===== config.mk =====
export PLATFORM = sky130hd
export DESIGN_NAME = fifo_wr_arbiter
export DESIGN_NICKNAME = d
export VERILOG_FILES = /design/src/rtl/fifo_wr_arbiter.sv
export SDC_FILE = /design/constraint.sdc
export NUM_CORES = 1
export LEC_CHECK = 0
export BUFFER_PORTS_ARGS = -buffer_cell sky130_fd_sc_hd__buf_2
export CORE_ASPECT_RATIO = 1.5
export CORE_MARGIN = 1
export CORE_UTILIZATION = 35
export DETAILED_ROUTE_END_ITERATION = 10
export PLACE_DENSITY = 0.74
export SYNTH_ARGS = -nofsm -noshare
export SYNTH_HDL_FRONTEND = slang
export SYNTH_SLANG_ARGS = --single-unit

===== constraint.sdc =====
create_clock -name clk -period 4.03 [get_ports clk]
set_input_delay 0.6045 -clock clk [delete_from_list [all_inputs] [get_ports clk]]
set_output_delay 0.6045 -clock clk [all_outputs]
set_load 0.01 [all_outputs]

===== src/rtl/fifo_wr_arbiter.sv =====
// fifo_wr_arbiter: round-robin burst arbiter sharing one async-FIFO write port among NUM_REQ producers.
// Define FIFO_ARB_PRIO_EN to make requester 0 strict high priority at arbitration.
module fifo_wr_arbiter #(
  parameter int NUM_REQ    = 4,
  parameter int DATA_WIDTH = 8,
  parameter int MAX_BURST  = 4,
  parameter int ID_W       = 2
) (
  input  logic                          clk,
  input  logic                          rst,
  input  logic [NUM_REQ-1:0]            req_valid,
  input  logic [NUM_REQ-1:0]            req_last,
  input  logic [NUM_REQ*DATA_WIDTH-1:0] req_data,
  output logic [NUM_REQ-1:0]            req_ready,
  input  logic                          full,
  output logic                          w_en,
  output logic [DATA_WIDTH-1:0]         data_in,
  output logic                          gnt_vld,
  output logic [ID_W-1:0]               gnt_id,
  output logic [3:0]                    beat_cnt
);
  typedef enum logic {IDLE, BURST} state_t;
  state_t state_q, state_d;
  logic [ID_W-1:0] gnt_id_q, gnt_id_d, last_gnt_q, last_gnt_d, pick, lo, hi;
  logic [3:0] beat_cnt_q, beat_cnt_d, beat_inc;
  logic [DATA_WIDTH-1:0] sel_data;
  logic sel_valid, sel_last, hi_f, xfer, done;
  // lo is the lowest valid index, hi the lowest valid index above last_gnt; hi wins when present
  always_comb begin
    lo = '0;
    hi = '0;
    hi_f = 1'b0;
    for (int i = NUM_REQ - 1; i >= 0; i--) begin
      if (req_valid[i]) begin
        lo = ID_W'(i);
        if (i > int'(last_gnt_q)) begin
          hi = ID_W'(i);
          hi_f = 1'b1;
        end
      end
    end
`ifdef FIFO_ARB_PRIO_EN
    pick = req_valid[0] ? '0 : (hi_f ? hi : lo);
`else
    pick = hi_f ? hi : lo;
`endif
  end
  always_comb begin
    sel_data = '0;
    sel_valid = 1'b0;
    sel_last = 1'b0;
    for (int i = 0; i < NUM_REQ; i++) begin
      if (gnt_id_q == ID_W'(i)) begin
        sel_data = req_data[i*DATA_WIDTH +: DATA_WIDTH];
        sel_valid = req_valid[i];
        sel_last = req_last[i];
      end
    end
    xfer = (state_q == BURST) && sel_valid && !full && !rst;
    for (int i = 0; i < NUM_REQ; i++) req_ready[i] = xfer && (gnt_id_q == ID_W'(i));
    w_en = xfer;
    data_in = (state_q == BURST) ? sel_data : '0;
    beat_inc = beat_cnt_q + 4'd1;
    done = (state_q == BURST) && ((xfer && (sel_last || beat_inc == 4'(MAX_BURST))) || !sel_valid);
    state_d = state_q;
    gnt_id_d = gnt_id_q;
    last_gnt_d = last_gnt_q;
    beat_cnt_d = xfer ? beat_inc : beat_cnt_q;
    if (state_q == IDLE && |req_valid) begin
      state_d = BURST;
      gnt_id_d = pick;
      beat_cnt_d = '0;
    end
    if (done) begin
      state_d = IDLE;
      beat_cnt_d = '0;
      last_gnt_d = gnt_id_q;
    end
  end
  always_ff @(posedge clk) begin
    if (rst) begin
      state_q <= IDLE;
      gnt_id_q <= '0;
      beat_cnt_q <= '0;
      last_gnt_q <= ID_W'(NUM_REQ - 1);
    end else begin
      state_q <= state_d;
      gnt_id_q <= gnt_id_d;
      beat_cnt_q <= beat_cnt_d;
      last_gnt_q <= last_gnt_d;
    end
  end
  assign gnt_vld = (state_q == BURST);
  assign gnt_id = gnt_id_q;
  assign beat_cnt = beat_cnt_q;
endmodule


==> out/qor.txt <==
Min-delay worst type: reg2reg
Clock Path Buffers: 2
Gr usage total: 17.54%
Post-CTS Resized: 0
Most common cell after layout, fill and taps aside: buf_2
Initial DRT Pass Iterations: 4
Endpoints failing hold: 0
Final clock skew: 0.005720 ns
Ports: 63
Area Overhead vs Synth: 40.06%
Worst r2r src: gnt_id[0]$_SDFFE_PP0P_
Worst vdd ir: 0.1706 mV
Pwr per Cell Area: 251.0 nW/um^2
Asr flop ratio synth: 0%
Die area: 2558 um^2
R2R Setup Slk: 1.93 ns
Slowest CP cell: dfxtp_1
Initial antenna violation count: 0
Final TNS setup: 0 ns
Inst Count DP: 163
Crit Path Class: reg2out
Worst Path Arrival: 2.12 ns
Most frequent cells in the layout: buf_2, dfxtp_1, and2_1, mux4_2, nor2_1
Largest fanout on the critical path: 16
Mapped cell area: 824.5 um^2
Crit start category: flop
GRT overflow: 0
Syn Area/Cell: 9.700 um^2
Routed wire length: 2.214 mm
Postcts setup bufs: 0
Crit path to: req_ready[1]
Tmin final: 2.723 ns
N_diodes: 0
Crit share post-route: 67.56%
Port Buffers: 62
Worst slew margin: 48.80%
Largest net degree at the start of global routing: 18
Crit Reg-Reg Endpoint: last_gnt_q[0]$_SDFFE_PP1P_
Routed WL per cell: 13.26 um
Ys Warns: 0
Site row count: 21
Critical Path RT: 3.43 ns
Final setup vio count: 0
Root buffer cell: clkbuf_4
Post-synth EDFFs: 0
Num Clock Sinks: 9
Vias: 921
Detailed Route Iter0 Violations: 4
Filler cell count: 233
Global-route wire length before repair: 3.470 mm
Final hold slack: 0.5785 ns
DP Worst Slack: 1.501 ns
Vias in the first global route: 824
Post-DP HPWL: 1.823 mm
Starting Density: 36.92%
Ys flop type: dfxtp_1
Seq/Total Area, Yosys: 21.85%
Status: completed
Min setup slack post-route: 1.307 ns
Clock Latency Late Sink: 0.25 ns
Syn Nets: 129
Via density: 5.515
Post-synth cell types: 28
Synthesized flop and latch total: 9
Num CTS Buffers: 3
Die H: 61.45 um
Core area: 2233 um^2
Max incr delay on CP: 0.82 ns
Unrepaired setup endpoints after global routing: no
Static leakage: 0.5775 nW
Critical Path, Cell by Cell: mux4_2 > nand2_1 > nor3b_1 > buf_2
Reg2Reg Depth: 3
CP Capture Type: output pin
Slew @ Worst Pin: 0.7669 ns
Worst Setup SP: gnt_id[0]$_SDFFE_PP0P_
Detail Route Antenna Nets: 0
DRC Markers: 0
Fraction of layout cells with a size suffix above 1: 51.39%
Depth of the CTS H-tree: 1
Die width: 41.63 um
Hold buffers post-CTS: 0
GP Congestion: 0.8237
Pins Over Slew Limit: 0
Fmax: 367.3 MHz
CTS tree: yes
Clock transition at the registers of the reported paths: 0.06 ns
Final cell count without fillers: 167
Max Cap Viol: 0
Mapped Cells: 85
Nets: 189
cells by family (layout without fill, tap and decap cells):
group                      count (synthesis)  count (layout)  synth area share (%)
AOI/OAI and AO/OA                         14              14                 11.08
xor gates and xnor gates                   3               3                 3.187
adders and majority gates                  1               1                 1.517
buffers and inverters                     11              70                 6.069
DFF                                        9               9                 21.85
muxes                                     14              14                 33.54
and+or+nand+nor                           33              33                 22.76
registers in the layout, summed over array words and instances (netlist names):
| name | cells |
|---|---|
| beat_cnt | 4 |
| gnt_id | 2 |
| last_gnt_q | 2 |
| gnt_vld | 1 |
how the worst min path moves through the flow:
stage	from	to	cells past startpoint
floorplan	last_gnt_q[0]$_SDFFE_PP1P_	last_gnt_q[0]$_SDFFE_PP1P_	2
global placement	last_gnt_q[0]$_SDFFE_PP1P_	last_gnt_q[0]$_SDFFE_PP1P_	2
detailed placement	beat_cnt[1]$_SDFFE_PP0N_	beat_cnt[1]$_SDFFE_PP0N_	2
CTS	beat_cnt[1]$_SDFFE_PP0N_	beat_cnt[1]$_SDFFE_PP0N_	2
global route	beat_cnt[1]$_SDFFE_PP0N_	beat_cnt[1]$_SDFFE_PP0N_	2
finish	beat_cnt[1]$_SDFFE_PP0N_	beat_cnt[1]$_SDFFE_PP0N_	2
through the flow:
stage	power (mW)	util (%)	area, um^2
6_report	0.2899	51.71	1155
5_1_grt	0.3082	51.71	1155
4_1_cts	0.2946	51.71	1155
3_5_place_dp	0.2276	50.53	1129
3_3_place_gp	0.2245	50.53	1129
2_1_floorplan	0.1854	-	824.5
synth_stat cells (2+ instances only):
master    number  area (um^2)
clkbuf_1       5        18.77
mux4_2         7        157.7
nand3_1        2        10.01
xor2_1         3        26.28
mux4_1         3        78.83
a21oi_1        4        20.02
nor2_1         7        26.28
nor4_1         5        31.28
dfxtp_1        9        180.2
inv_1          4        15.01
nand2_1        3        11.26
and2_1         8        50.05
mux2i_1        4        40.04
nor3b_1        4        30.03
o21ai_2        2        17.52
o21ai_0        3        15.01
per-layer routing:
metal  GRT usage (%)  part of all wire [%]  vias up
met5               0                     0        -
met3           5.572                    10        0
met1           16.85                    38      426
met4           4.147                     0        0
met2           35.94                    52       55
li1                -                     -      440
final cells by class:
class                      instances  area, um^2  share of cell area, %
inverter                           4       15.01                  1.300
sequential                         9       180.2                  15.60
timing repair buffer              62       310.3                  26.87
tap                               23       28.78                  2.492
multi-input combinational         65       594.3                  51.46
clock buffer                       4       26.28                  2.275
power by group:
| part | internal (mW) | switching, mW | total [mW] |
|---|---|---|---|
| combinational | 0.0644 | 0.0426 | 0.107 |
| sequential | 0.0957 | 0.0216 | 0.117 |
| clock | 0.0379 | 0.0277 | 0.0656 |
| total | 0.198 | 0.0919 | 0.290 |
critical path, delay by kind of cell, from the launching register on:
kind          cells  cell delay [ns]
flops             1             0.82
simple gates      2             0.24
mux               1             0.65
buf+inv           1             0.16
Power figures use the tool's default switching activity.
